## config.mk

```make
export PLATFORM = sky130hd
export DESIGN_NAME = ram_arbiter
export DESIGN_NICKNAME = d
export VERILOG_FILES = /design/src/rtl/ram_arb_pkg.sv /design/src/rtl/ram_arb_rr_pick.sv /design/src/rtl/ram_arbiter.sv
export SDC_FILE = /design/constraint.sdc
export NUM_CORES = 1
export LEC_CHECK = 0
export ABC_CLOCK_PERIOD_IN_PS = 1600
export BUFFER_PORTS_ARGS = -buffer_cell sky130_fd_sc_hd__buf_2
export CAP_MARGIN = 20
export CORE_MARGIN = 1
export CORE_UTILIZATION = 40
export CTS_BUF_LIST = sky130_fd_sc_hd__clkbuf_4
export DETAILED_ROUTE_END_ITERATION = 16
export PLACE_DENSITY_LB_ADDON = 0.2
export SLEW_MARGIN = 15
export SYNTH_ARGS = -nofsm -noshare
export SYNTH_HDL_FRONTEND = slang
export SYNTH_SLANG_ARGS = --single-unit
```

## constraint.sdc

```tcl
create_clock -name clk -period 1.6 [get_ports clk]
set_input_delay 0.08 -clock clk [delete_from_list [all_inputs] [get_ports clk]]
set_output_delay 0.08 -clock clk [all_outputs]
set_load 0.05 [all_outputs]
```

## src/rtl/ram_arb_pkg.sv

```systemverilog
// Shared types and constants for the two-requester RAM arbiter.
// Lock support is selected by the RAM_ARB_LOCK_EN macro in ram_arbiter.
package ram_arb_pkg;

    typedef enum logic [1:0] {
        UNLOCKED = 2'b00,
        OWN0     = 2'b01,
        OWN1     = 2'b10
    } lock_state_e;

    localparam logic REQ_CPU = 1'b0;
    localparam logic REQ_DMA = 1'b1;

    typedef struct packed {
        logic valid;
        logic id;
    } rd_tag_t;

    // Round-robin pointer after a grant: favour whoever did not just win.
    function automatic logic other_req(input logic id);
        return ~id;
    endfunction

endpackage

```

## src/rtl/ram_arb_rr_pick.sv

```systemverilog
// Combinational two-way round-robin pick: a lone eligible request wins,
// a tie is broken by the pointer.
module ram_arb_rr_pick
    import ram_arb_pkg::*;
(
    input  logic elig0_i,
    input  logic elig1_i,
    input  logic ptr_i,
    output logic gnt_valid_o,
    output logic gnt_id_o
);

    // Winner selection
    always_comb begin
        gnt_valid_o = 1'b0;
        gnt_id_o    = REQ_CPU;
        case ({elig1_i, elig0_i})
            2'b01: begin
                gnt_valid_o = 1'b1;
                gnt_id_o    = REQ_CPU;
            end
            2'b10: begin
                gnt_valid_o = 1'b1;
                gnt_id_o    = REQ_DMA;
            end
            2'b11: begin
                gnt_valid_o = 1'b1;
                gnt_id_o    = ptr_i;
            end
            default: begin
                gnt_valid_o = 1'b0;
                gnt_id_o    = REQ_CPU;
            end
        endcase
    end

endmodule

```

## src/rtl/ram_arbiter.sv

```systemverilog
// Round-robin arbiter sharing a single-port RAM between CPU (0) and DMA (1).
// Define RAM_ARB_LOCK_EN to build the ownership lock for read-modify-write.
module ram_arbiter
    import ram_arb_pkg::*;
#(
    parameter int AW = 8,
    parameter int DW = 8
) (
    input  logic          clk,
    input  logic          i_Rst_n,
    input  logic          i_Req0,
    input  logic          i_Req1,
    input  logic          i_WR0,
    input  logic          i_WR1,
    input  logic [AW-1:0] i_Address0,
    input  logic [AW-1:0] i_Address1,
    input  logic [DW-1:0] i_DataIn0,
    input  logic [DW-1:0] i_DataIn1,
    input  logic          i_Lock0,
    input  logic          i_Lock1,
    output logic          o_Ack0,
    output logic          o_Ack1,
    output logic          o_RdValid0,
    output logic          o_RdValid1,
    output logic [DW-1:0] o_RdData,
    output logic [AW-1:0] o_RamAddress,
    output logic [DW-1:0] o_RamDataIn,
    output logic          o_RamWR,
    input  logic [DW-1:0] i_RamDataOut
);

    logic          ack0_q, ack0_d;
    logic          ack1_q, ack1_d;
    logic          rdvalid0_q, rdvalid0_d;
    logic          rdvalid1_q, rdvalid1_d;
    logic [AW-1:0] ram_addr_q, ram_addr_d;
    logic [DW-1:0] ram_din_q, ram_din_d;
    logic          ram_wr_q, ram_wr_d;
    logic          ptr_q, ptr_d;
    rd_tag_t       tag_q, tag_d;
    lock_state_e   lock_s;

    logic          elig0_s, elig1_s;
    logic          gnt_valid_s, gnt_id_s;
    logic          win_wr_s;
    logic [AW-1:0] win_addr_s;
    logic [DW-1:0] win_din_s;

    // A requester whose Ack is still high is presenting the request just accepted.
    assign elig0_s = i_Req0 & ~ack0_q & (lock_s != OWN1);
    assign elig1_s = i_Req1 & ~ack1_q & (lock_s != OWN0);

    ram_arb_rr_pick u_pick (
        .elig0_i     (elig0_s),
        .elig1_i     (elig1_s),
        .ptr_i       (ptr_q),
        .gnt_valid_o (gnt_valid_s),
        .gnt_id_o    (gnt_id_s)
    );

    assign win_wr_s   = (gnt_id_s == REQ_DMA) ? i_WR1      : i_WR0;
    assign win_addr_s = (gnt_id_s == REQ_DMA) ? i_Address1 : i_Address0;
    assign win_din_s  = (gnt_id_s == REQ_DMA) ? i_DataIn1  : i_DataIn0;

`ifdef RAM_ARB_LOCK_EN
    lock_state_e lock_q, lock_d;
    logic        win_lock_s;

    assign win_lock_s = (gnt_id_s == REQ_DMA) ? i_Lock1 : i_Lock0;
    assign lock_s     = lock_q;

    // Lock ownership next state; only the owner's unlocked access releases it
    always_comb begin
        lock_d = lock_q;
        if (gnt_valid_s) begin
            case (lock_q)
                UNLOCKED: begin
                    if (win_lock_s) begin
                        lock_d = (gnt_id_s == REQ_DMA) ? OWN1 : OWN0;
                    end else begin
                        lock_d = UNLOCKED;
                    end
                end
                OWN0: begin
                    if ((gnt_id_s == REQ_CPU) && !win_lock_s) begin
                        lock_d = UNLOCKED;
                    end else begin
                        lock_d = OWN0;
                    end
                end
                OWN1: begin
                    if ((gnt_id_s == REQ_DMA) && !win_lock_s) begin
                        lock_d = UNLOCKED;
                    end else begin
                        lock_d = OWN1;
                    end
                end
                default: lock_d = UNLOCKED;
            endcase
        end else begin
            lock_d = lock_q;
        end
    end

    // Lock state register
    always_ff @(posedge clk or negedge i_Rst_n) begin
        if (!i_Rst_n) begin
            lock_q <= UNLOCKED;
        end else begin
            lock_q <= lock_d;
        end
    end
`else
    logic unused_lock_s;

    assign unused_lock_s = i_Lock0 ^ i_Lock1;
    assign lock_s        = UNLOCKED;
`endif

    // Grant bookkeeping and RAM command next state; no grant leaves a harmless read
    always_comb begin
        ack0_d     = 1'b0;
        ack1_d     = 1'b0;
        ram_wr_d   = 1'b0;
        ram_addr_d = ram_addr_q;
        ram_din_d  = ram_din_q;
        tag_d      = '0;
        ptr_d      = ptr_q;
        if (gnt_valid_s) begin
            ack0_d      = (gnt_id_s == REQ_CPU);
            ack1_d      = (gnt_id_s == REQ_DMA);
            ram_wr_d    = win_wr_s;
            ram_addr_d  = win_addr_s;
            ram_din_d   = win_din_s;
            tag_d.valid = ~win_wr_s;
            tag_d.id    = gnt_id_s;
            ptr_d       = other_req(gnt_id_s);
        end else begin
            ack0_d   = 1'b0;
            ack1_d   = 1'b0;
            ram_wr_d = 1'b0;
        end
        rdvalid0_d = tag_q.valid && (tag_q.id == REQ_CPU);
        rdvalid1_d = tag_q.valid && (tag_q.id == REQ_DMA);
    end

    // Arbiter output and tag registers
    always_ff @(posedge clk or negedge i_Rst_n) begin
        if (!i_Rst_n) begin
            ack0_q     <= 1'b0;
            ack1_q     <= 1'b0;
            rdvalid0_q <= 1'b0;
            rdvalid1_q <= 1'b0;
            ram_addr_q <= {AW{1'b0}};
            ram_din_q  <= {DW{1'b0}};
            ram_wr_q   <= 1'b0;
            ptr_q      <= REQ_CPU;
            tag_q      <= '0;
        end else begin
            ack0_q     <= ack0_d;
            ack1_q     <= ack1_d;
            rdvalid0_q <= rdvalid0_d;
            rdvalid1_q <= rdvalid1_d;
            ram_addr_q <= ram_addr_d;
            ram_din_q  <= ram_din_d;
            ram_wr_q   <= ram_wr_d;
            ptr_q      <= ptr_d;
            tag_q      <= tag_d;
        end
    end

    assign o_Ack0       = ack0_q;
    assign o_Ack1       = ack1_q;
    assign o_RdValid0   = rdvalid0_q;
    assign o_RdValid1   = rdvalid1_q;
    assign o_RamAddress = ram_addr_q;
    assign o_RamDataIn  = ram_din_q;
    assign o_RamWR      = ram_wr_q;
    assign o_RdData     = i_RamDataOut;

endmodule

```

==> run metrics <==
startpoint types flip-flop; layout cells sized above 1 ~67%; top cell type's share of synthesized area 53.7%; syn_nets 131; warnings from Yosys 0; total CTS buffers 3; Hold WS 50.8 ps; FP Rows 18; Layout area overhead 29.2%; residual overflow from global routing 0; DR DRC count 0; Crit Path Class reg -> reg; Final setup viols 0; share of synthesized flip-flops with an asynchronous set or reset 100%; unrepaired setup endpoints after global routing no; routability cong. ~0.63; nets 186; Internal around 1.1 mW; post-synth top area cell dfrtp_1; worst hold path class in -> reg; initial core utilization 42.8%; Mean Syn Cell Area roughly 13 µm²; final WL between 2 and 2.5 mm; Flop pwr share roughly 40%; status finished, final reports clean; total iterations of the first detailed-routing run 6; synth top area cells dfrtp_1 54%, o221a_2 17%, or3_1 8.2%; initial antenna violation count 0; sequential area share after synthesis ~54%; clock slew at reported path FFs 120 ps; post-synth cell types 21; Switching Power between 0.8 and 0.9 mW; CP cell instances and3b_2 > or3_2 > o221a_2; die height approximately 54 µm; Syn Inst Count 83; fmax 695 MHz; io pins slightly below 80; Syn Std Cell Area around 1100 µm²; total power 1.97 mW; Worst path top cell family by delay simple AND/OR/NAND/NOR gates; grt met2 use between 20% and 30%; Die ar. 2890 µm²; GRT Max-Usage Layer met2; commonest non-fill, non-tap cell in the layout buf_2; max_cap viols 0; headroom to the max-slew limit around 66%; most frequent cells in the layout 58 x buf_2, 21 x dfrtp_1, 16 x o221a_2; DR vias/cell about 5.3; dominant synthesized flop cell dfrtp_1; PortBufs 58; Post-DRT Antenna Nets 0; Max Buffers Root-to-Sink 2; combinational power share 46.0%; largest net degree at the start of global routing 24; Clock Skew between 8 and 9 ps; CTS sink cnt 23; #FFs+latches synth 23; crit share post-route about nine tenths; wire length per cell roughly 14 µm; crit path buf inv count 0; Crit path required time ~1800 ps; CTS tree done; Chip Width between 50 and 60 µm; Power Dens Cells 1420 nW/µm²; first-pass GRT wire length about 3.6 mm; vias between 800 and 900; final-layout fill cell count about 220; root buffer cell clkbuf_4; Fin. Hold Viols 0; DPL Wire Length 1.66 mm; total track usage approximately 17%; worst vdd ir 0.796 mV; Placed Area 1320 µm²; Worst Tran Pin Value just over 500 ps; Post-synth EDFFs 0; pre-CTS WS about 84 ps; worst setup margin approximately 160 ps; met1 GRT Util 20.8%; vias in the first global route ~830; Slowest-stage cell, CP dfrtp_1; Antenna Cells 0; Critical Path Max Stage Delay roughly 440 ps; Final Max Slew Viols 0; clock network power share 14.0%; met3 Track Usage GR approximately 2.8%; Post-CTS Setup Repair Bufs 0; leakage roughly 0.67 nW; final instance area between 1000 and 1500 µm²; H-tree lvl count 1; TNS Setup 0 ps; sw frac 43.7%; worst-path fanout max 19; CP endpoint kind flip-flop; Core ar. 2500 µm²; Final min period between 1000 and 1500 ps; First DRT Iteration DRCs 19; clock latency on the worst-skew pair approximately 300 ps; Critical Path AT roughly 1600 ps
==> power by group through the flow <==
stage	Combinational, mW	Clock [mW]	Sequential (mW)
after CTS	0.913	0.292	0.787
after global placement	0.900	0	0.795
after global routing	0.961	0.322	0.806
after detailed placement	0.908	0	0.796
after floorplan	0.316	0	1.22
final	0.907	0.277	0.786
==> cell type report <==
class	count	area, µm²	share of cell area, %
Sequential cell	23	578	41.8
Multi-Input combinational cell	43	380	27.5
Timing Repair Buffer	65	350	25.3
Tap cell	30	37.5	2.71
Clock buffer	4	30.0	2.17
Inverter	2	7.51	0.542
==> cell usage after synthesis (2+ instances only) <==
cell	instances
inv_1	2
buf_6	2
or3_1	14
buf_4	9
or3_2	2
o221a_2	16
dfrtp_1	23
buf_2	2
==> sequential cells by signal, indices dropped and copies added (netlist names) <==
name	cells
o_RdValid1	1
o_Ack0	1
o_RamAddress	8
o_RamDataIn	8
o_Ack1	1
o_RdValid0	1
tag_q	1
ptr_q	1
o_RamWR	1
==> routing by layer <==
layer  part of all wire (%)  up-vias
met1                     42      412
li1                       -      413
met5                      0        -
met3                    8.6        6
met2                     48       50
met4                   0.81        0
==> repair_timing <==
| action | CTS | global route |
|---|---|---|
| setup endpoints to repair | 0 | 2 |
| hold buffers | 3 | 0 |
| hold endpoints to repair | 25 | 0 |
| gates resized for setup | 0 | 1 |
==> kinds of logic (layout without fill, tap and decap cells) <==
logic type | count (synthesis) | in the layout | share of synthesized area [%]
buffers and inverters | 17 | 71 | 10.9
AO/OA/AOI/OAI | 20 | 20 | 20.4
AND/OR/NAND/NOR | 23 | 23 | 15.0
flip-flops | 23 | 23 | 53.7
==> final timing paths <==
kind	start	endpoint	slack [ps]	depth (start not counted)
min	i_Address1[2]	o_RamAddress[2]	50	2
max reg2reg	ptr_q	o_RamAddress[1]	160	3
max	ptr_q	o_RamAddress[1]	160	3
min reg2reg	tag_q[1]	o_RdValid1	510	1
min in group asynchronous	i_Rst_n	o_RamAddress[2]	270	2
max in group asynchronous	i_Rst_n	o_Ack0	970	2
==> per-stage QoR <==
| stage | std cells | util [%] |
|---|---|---|
| 2_1_floorplan | 83 | - |
| 3_3_place_gp | 160 | 52.9 |
| 3_5_place_dp | 160 | 52.9 |
| 4_1_cts | 167 | 55.3 |
| 5_1_grt | 167 | 55.4 |
| 6_report | 167 | 55.4 |
(Power assumes the default switching activity.)
